--- src/rtl/button_conditioner.sv ---
// button_conditioner: per-channel synchroniser, counter debouncer and
// press/auto-repeat pulse generator for the game control inputs.
// level follows the debounced button; pulse is a one-cycle event on press
// and, for channels in REPEAT_MASK, on hold-to-repeat.
// state_dbg exposes each channel's pulse FSM state (2 bits per channel,
// channel i at [2*i +: 2]) so checkers can observe it without hierarchy.
module button_conditioner #(
  parameter int                NUM_CH          = 5,
  parameter int                SYNC_STAGES     = 2,
  parameter int                DEBOUNCE_CYCLES = 500000,
  parameter int                REPEAT_DELAY    = 20000000,
  parameter int                REPEAT_PERIOD   = 5000000,
  parameter logic [NUM_CH-1:0] REPEAT_MASK     = {NUM_CH{1'b0}}
) (
  input  logic                  clk,
  input  logic                  rst_n,
  input  logic [NUM_CH-1:0]     btn_in,
  input  logic                  en,
  output logic [NUM_CH-1:0]     level,
  output logic [NUM_CH-1:0]     pulse,
  output logic [2*NUM_CH-1:0]   state_dbg
);

  localparam int DW   = $clog2(DEBOUNCE_CYCLES + 1);
  localparam int RMAX = (REPEAT_DELAY > REPEAT_PERIOD) ? REPEAT_DELAY : REPEAT_PERIOD;
  localparam int RW   = $clog2(RMAX + 1);

  localparam logic [DW-1:0] DC_LAST = DW'(DEBOUNCE_CYCLES - 1);
  localparam logic [RW-1:0] RD_LAST = RW'(REPEAT_DELAY - 1);
  localparam logic [RW-1:0] RP_LAST = RW'(REPEAT_PERIOD - 1);

  // WAIT: counting the initial repeat delay; REPEAT: held (periodic pulses
  // only on masked channels); BLOCKED: held but pulses forfeited by en=0.
  typedef enum logic [1:0] {
    ST_IDLE    = 2'd0,
    ST_WAIT    = 2'd1,
    ST_REPEAT  = 2'd2,
    ST_BLOCKED = 2'd3
  } state_t;

  for (genvar i = 0; i < NUM_CH; i++) begin : g_ch
    logic [SYNC_STAGES-1:0] sync_q;
    logic                   s;
    logic                   d_q;
    logic [DW-1:0]          dcnt_q;
    logic                   accept;
    logic                   d_rise;
    logic                   d_fall;
    state_t                 state_q, state_d;
    logic [RW-1:0]          rcnt_q, rcnt_d;
    logic                   pulse_q, pulse_d;

    // Synchroniser shift chain for the asynchronous button level.
    always_ff @(posedge clk or negedge rst_n) begin
      if (!rst_n) sync_q <= '0;
      else        sync_q <= {sync_q[SYNC_STAGES-2:0], btn_in[i]};
    end

    assign s = sync_q[SYNC_STAGES-1];

    // The new level is accepted on the edge where the disagreement has
    // persisted for DEBOUNCE_CYCLES samples; the FSM sees that same edge so
    // level and pulse rise together.
    assign accept = (s != d_q) && (dcnt_q == DC_LAST);
    assign d_rise = accept & s;
    assign d_fall = accept & ~s;

    // Debounce counter: any cycle where s agrees with d restarts the count.
    always_ff @(posedge clk or negedge rst_n) begin
      if (!rst_n) begin
        d_q    <= 1'b0;
        dcnt_q <= '0;
      end else if (s == d_q) begin
        dcnt_q <= '0;
      end else if (accept) begin
        d_q    <= s;
        dcnt_q <= '0;
      end else begin
        dcnt_q <= dcnt_q + 1'b1;
      end
    end

    // Pulse FSM state, repeat counter and registered pulse.
    always_ff @(posedge clk or negedge rst_n) begin
      if (!rst_n) begin
        state_q <= ST_IDLE;
        rcnt_q  <= '0;
        pulse_q <= 1'b0;
      end else begin
        state_q <= state_d;
        rcnt_q  <= rcnt_d;
        pulse_q <= pulse_d;
      end
    end

    // Next-state logic; a release overrides everything, including a
    // repeat pulse that falls due on the same edge.
    always_comb begin
      state_d = state_q;
      rcnt_d  = rcnt_q;
      pulse_d = 1'b0;
      if (d_fall) begin
        state_d = ST_IDLE;
        rcnt_d  = '0;
      end else begin
        case (state_q)
          ST_IDLE: begin
            if (d_rise) begin
              rcnt_d = '0;
              if (en) begin
                pulse_d = 1'b1;
                state_d = REPEAT_MASK[i] ? ST_WAIT : ST_REPEAT;
              end else begin
                state_d = ST_BLOCKED;
              end
            end
          end
          ST_WAIT: begin
            if (!en) begin
              state_d = ST_BLOCKED;
              rcnt_d  = '0;
            end else if (rcnt_q == RD_LAST) begin
              pulse_d = 1'b1;
              rcnt_d  = '0;
              state_d = ST_REPEAT;
            end else begin
              rcnt_d = rcnt_q + 1'b1;
            end
          end
          ST_REPEAT: begin
            if (!en) begin
              state_d = ST_BLOCKED;
              rcnt_d  = '0;
            end else if (REPEAT_MASK[i]) begin
              if (rcnt_q == RP_LAST) begin
                pulse_d = 1'b1;
                rcnt_d  = '0;
              end else begin
                rcnt_d = rcnt_q + 1'b1;
              end
            end
          end
          ST_BLOCKED: begin
            state_d = ST_BLOCKED;
          end
          default: begin
            state_d = ST_IDLE;
            rcnt_d  = '0;
          end
        endcase
      end
    end

    assign level[i]            = d_q;
    assign pulse[i]            = pulse_q;
    assign state_dbg[2*i +: 2] = state_q;
  end

endmodule
--- config.mk ---
export PLATFORM = sky130hd
export DESIGN_NAME = button_conditioner
export DESIGN_NICKNAME = d
export VERILOG_FILES = /design/src/rtl/button_conditioner.sv
export SDC_FILE = /design/constraint.sdc
export NUM_CORES = 1
export LEC_CHECK = 0
export CAP_MARGIN = 0
export CORE_MARGIN = 1.5
export CORE_UTILIZATION = 68
export DETAILED_ROUTE_END_ITERATION = 10
export HOLD_SLACK_MARGIN = 0.02
export PLACE_DENSITY = 0.95
export SKIP_CTS_REPAIR_TIMING = 1
export SLEW_MARGIN = 10
export SYNTH_ARGS = -nofsm -noshare
export SYNTH_HDL_FRONTEND = slang
export SYNTH_SLANG_ARGS = --single-unit
export TNS_END_PERCENT = 10
--- constraint.sdc ---
create_clock -name clk -period 6.8 [get_ports clk]
set_clock_uncertainty 0.2 [all_clocks]
set_input_delay 0.68 -clock clk [delete_from_list [all_inputs] [get_ports clk]]
set_output_delay 0.68 -clock clk [all_outputs]
set_load 0.01 [all_outputs]
# Word level (Yosys, flattened, before mapping)
# Cells that the tools add are included.
[totals]
register_bits = 250
inputBits = 8
output_inout_bits = 20
wordCells = 229
[classes]
n_addsub = 10
n_eq_ne = 50
muxes = 89
n_bitwise = 20
reduce_logical = 30
[op_table]
columns = ["operator", "n"]
rows = [
  ["$mux W25", 21],
  ["$pmux W25 S3", 5],
  ["$mux W19", 10],
  ["$add A25 B1 Y25 const B", 5],
  ["$eq A25 B25 Y1 const B", 5],
  ["$add A19 B1 Y19 const B", 5],
  ["$eq A19 B19 Y1 const B", 5],
  ["$mux W2", 21],
  ["$pmux W2 S4", 5],
  ["$ne A3 B3 Y1 const B", 10],
  ["$reduce_and A3 Y1", 10],
  ["$mux W1", 22],
  ["$eq A2 B2 Y1 const B", 10],
  ["$ne A4 B4 Y1 const B", 5],
  ["$reduce_bool A4 Y1", 5],
  ["$and A1 B1 Y1", 10],
  ["$eq A2 B1 Y1 const B", 5],
  ["$logic_not A2 Y1", 5],
  ["$not A1 Y1", 10],
  ["$pmux W1 S2", 5],
  ["$reduce_and A2 Y1", 5],
  ["$eq A1 B1 Y1", 5],
  ["$logic_and A1 B1 Y1", 5],
  ["$ne A1 B1 Y1", 5],
]

# Depth between registers and ports, before layout
[depth]
ltp_word = 6
ltp_mapped = 10
mapped_depth_nobuf = 8

# Least setup slack after synthesis
# Ideal clock, no wire load.
[synth_timing]
path_type = "reg-to-reg"
from = "register g_ch[3].dcnt_q[0]"
to = "register g_ch[3].rcnt_q[13]"
setup_time_ns = 0.066
arrival_ns = 2.483
required_ns = 6.534
path_slack_ns = 4.051
path_stages_with_launch = 10
path_buffers = 2
period_less_slack_ns = 2.749
cell_sequence = "dfrtp_1 > ha_1 > and4_1 > nand3_1 > o41a_1 > buf_2 > or3_4 > buf_6 > or4_1 > nand2_1"
[synth_via]
elab_chain_len = 5
word_cells_on_any_way = 9
classes_between = "3 x eq/ne; 1 x mux; 2 x bitwise; 3 x reduce/logical"
[synth_rtl]
columns = ["element", "line", "source"]
rows = [
  ["from (decl)", "45", "logic [DW-1:0] dcnt_q;"],
  ["from (signal assigned)", "79", "dcnt_q <= dcnt_q + 1'b1;"],
  ["$eq A19 B19 Y1 (*)", "64", "assign accept = (s != d_q) && (dcnt_q == DC_LAST);"],
  ["$logic_and A1 B1 Y1 (*)", "64", ""],
  ["$and A1 B1 Y1 (on tied branches)", "65, 66", ""],
  ["$ne A3 B3 Y1 (no line) / $reduce_bool A4 Y1 (equally long branches)", "n/a", ""],
  ["$reduce_and A3 Y1 (no line)", "n/a", ""],
  ["to (signal assigned)", "91", "rcnt_q <= rcnt_d;"],
  ["to (decl)", "50", "logic [RW-1:0] rcnt_q, rcnt_d;"],
]
# Every way passes the cells marked *; elsewhere a longest branch is shown, timed or not.
# A chain may end at the register's enable or synchronous reset.

# Final worst setup path
[layout_timing]
from = "input en"
to = "register g_ch[0].rcnt_q[16]"
[layout_via]
elab_chain_len = 3
word_cells_on_any_way = 5
classes_between = "1 x eq/ne; 3 x mux; 1 x reduce/logical"
[layout_rtl]
columns = ["element", "line", "source"]
rows = [
  ["from (decl)", "18", "input logic en,"],
  ["$mux W25", "119", "if (!en) begin"],
  ["$pmux W25 S3", "106", "case (state_q)"],
  ["$mux W25", "102", "if (d_fall) begin"],
  ["to (signal assigned)", "91", ""],
  ["to (decl)", "50", ""],
]
# Several ways; a longest one is shown, not always the timed one.

==> run summary <==
Status = complete, but fails checks
Failing checks = negative hold slack
Worst slew pin tran = 1.26 ns
Clock slew at reported path FFs = 0.06 ns
# port buffers = 27
TritonCTS buffer count = 26
Drt drc = 0
Critical path's top delay family = simple AND/OR/NAND/NOR gates
Die X = 144 um
Routed wl met3 = 2.07 mm
CTS H-tree lvls = 1
Critical path class = in -> reg
Avg WL per Cell = 17.4 um
Starting Density = 0.692
Cell taking the most area after synthesis = dfrtp_1
Initial antenna violation count = 0
Met1 Wirelength = 12.9 mm
CP Max Fanout = 24
Multi-input gate area = 6710 um2
Total number of vias = 11,688
Post-route ant nets = 0
Cell Area, Synth = 13,500 um2
1st-iter DRT viols = 1,223
Relative slew slack = 0.160
Crit path capture type = register
Clock latency on the worst-skew pair = 0.54 ns
CP Data Arrival Time = 3.94 ns
Distinct cells, synth = 73
DR top layer = met4
Final setup viols = 0
Mapped Nets = 1,529
Gr ovfl total = 0
Hold slack = -0.0473 ns
Post-synth ARST share = 1.00
Critical path, cell by cell = clkdlybuf4s50_1 -> and2_1 -> nor3b_1 -> a41o_1 -> nand3_1 -> or4_1 -> nand3_1
Seq/Total Area, Yosys = 0.465
Final Hold Viols = 24
Critical path data required time = 7.06 ns
Pwr/cell area = 207 nW/um2
I/O pins = 28
Fraction of layout cells with a size suffix above 1 = 0.0591
Nets = 1,535
Hold Path Class = in -> async
Most frequent cells in the layout = dfrtp_1, nor2_1, nand2_1
Antenna cells = 0
GP Congestion = 0.855
CP max-delay cell = clkdlybuf4s50_1
Synth Register Bits = 250
Worst path max stage delay = 0.91 ns
Buf/Inv on CP = 1
Top post-synthesis cells by area = dfrtp_1, nor2_1, nand3_1
Setup repair after global routing missed its margin = no
Routed WL = 31.0 mm
Die area = 20,700 um2
Vias in the first global route = 11,300
First-pass GRT wire length = 53.0 mm
Period utilization = 0.542
Vias per cell = 6.54
Half-perimeter wire length after placement = 19.3 mm
Core box area = 19,500 um2
Fin Setup TNS = 0 ns
Clock Sinks = 250
Yosys top cell area share = 0.465
Yosys warnings = 0
Bufs on Longest Clock Path = 3
Fill count = 1,198
Commonest non-fill, non-tap cell in the layout = dfrtp_1
Slew Viols, Final = 0
Peak VDD IR = 227 uV
Met2 wire len = 15.2 mm
DRT Pass-1 Iters = 6
Gr usage total = 0.311
Static Leak = 0.00612 uW
Post-Synthesis Cells = 1,499
Root buf cell = clkbuf_16
Critical path's most frequent cell = nand3_1
Final Non-Filler Cells = 1,788
Synth Flop Type = dfrtp_1
Post-Place Cells = 1,742
EDFF count, synth = 0
Register area = 6260 um2
Row cnt = 51
Die Y-Extent = 144 um
Post-layout min period = 3.69 ns
CTS tree = built
Max-Cap Viols = 0
Synthesized area per cell = 8.98 um2
Largest net degree at the start of global routing = 107
Startpoint Class = input port
Fmax = 271 MHz
Syn-to-layout area delta = 9.86%
power by group:
| part | total, uW | internal (uW) | leakage, uW | switching [uW] |
|---|---|---|---|---|
| combinational | 65.2 | 16.1 | 0.00228 | 49.1 |
| clock | 1490 | 893 | 0.000452 | 594 |
| sequential | 1520 | 1500 | 0.00339 | 14.1 |
cell usage after synthesis, drive strengths merged, types with 15 or more instances:
master and n:
a21oi 57, a31oi 22, and3 40, and4 15, buf 21, clkbuf 39, dfrtp 250, ha 22
inv 63, nand2 144, nand3 116, nand4 54, nor2 162, nor3 43, nor4 24, o21ai 96
o31ai 25, or3 45, xnor2 36, xor2 54
area by class of cell:
| type | count | share of cell area |
|---|---|---|
| Timing Repair Buffer | 38 | 0.0242 |
| Sequential cell | 250 | 0.423 |
| Tap cell | 265 | 0.0224 |
| Multi-Input combinational cell | 1126 | 0.454 |
| Clock buffer | 38 | 0.0545 |
| Inverter | 63 | 0.0160 |
| Clock inverter | 8 | 0.00634 |
routing by layer:
metal	track usage	vias to the layer above
li1	-	5435
met3	0.0450	99
met4	0.104	0
met2	0.519	508
met1	0.420	5646
met5	0	-
flip-flops by register name, indices dropped and copies added, names as in the netlist:
signal and count:
g_ch.pulse_q 5, g_ch.sync_q 10, g_ch.dcnt_q 95, g_ch.d_q 5, g_ch.rcnt_q 125, g_ch.state_q 10
per-stage QoR:
stage | utilization | power, uW | instance area [um2] | hold slack (ns) | worst slack (ns)
after global routing | 0.760 | 3160 | 14800 | 0.0211 | 2.98
after floorplan | - | 1560 | 13500 | 0.131 | 4.05
after detailed placement | 0.714 | 1610 | 13900 | 0.137 | 2.67
after CTS | 0.760 | 3080 | 14800 | 0.0105 | 3.24
final | 0.760 | 3070 | 14800 | -0.0473 | 3.11
after global placement | 0.714 | 1600 | 13900 | 0.132 | 2.81
final timing paths:
check	from	endpoint	slack, ns	cells after the start
min in group clk	g_ch[0].sync_q[0]	g_ch[0].sync_q[1]	0.15	0
max in group asynchronous	rst_n	g_ch[2].rcnt_q[0]	5.03	2
worst min register to register	g_ch[0].sync_q[0]	g_ch[0].sync_q[1]	0.15	0
worst min-delay path	rst_n	g_ch[2].dcnt_q[2]	-0.05	1
worst max register to register	g_ch[3].dcnt_q[0]	g_ch[3].rcnt_q[13]	3.39	7
worst max-delay path	en	g_ch[0].rcnt_q[16]	3.11	7
cells by family (layout without fill, tap and decap cells):
logic type | Yosys count | count (layout) | synth area share
and+or+nand+nor | 727 | 727 | 0.280
DFF | 250 | 250 | 0.465
xor gates and xnor gates | 90 | 90 | 0.0585
AOI/OAI and AO/OA | 280 | 280 | 0.132
muxes | 7 | 7 | 0.00567
adders and majority gates | 22 | 22 | 0.0204
buffers and inverters | 123 | 147 | 0.0383
Note: power is estimated with default switching activity, not from simulation.
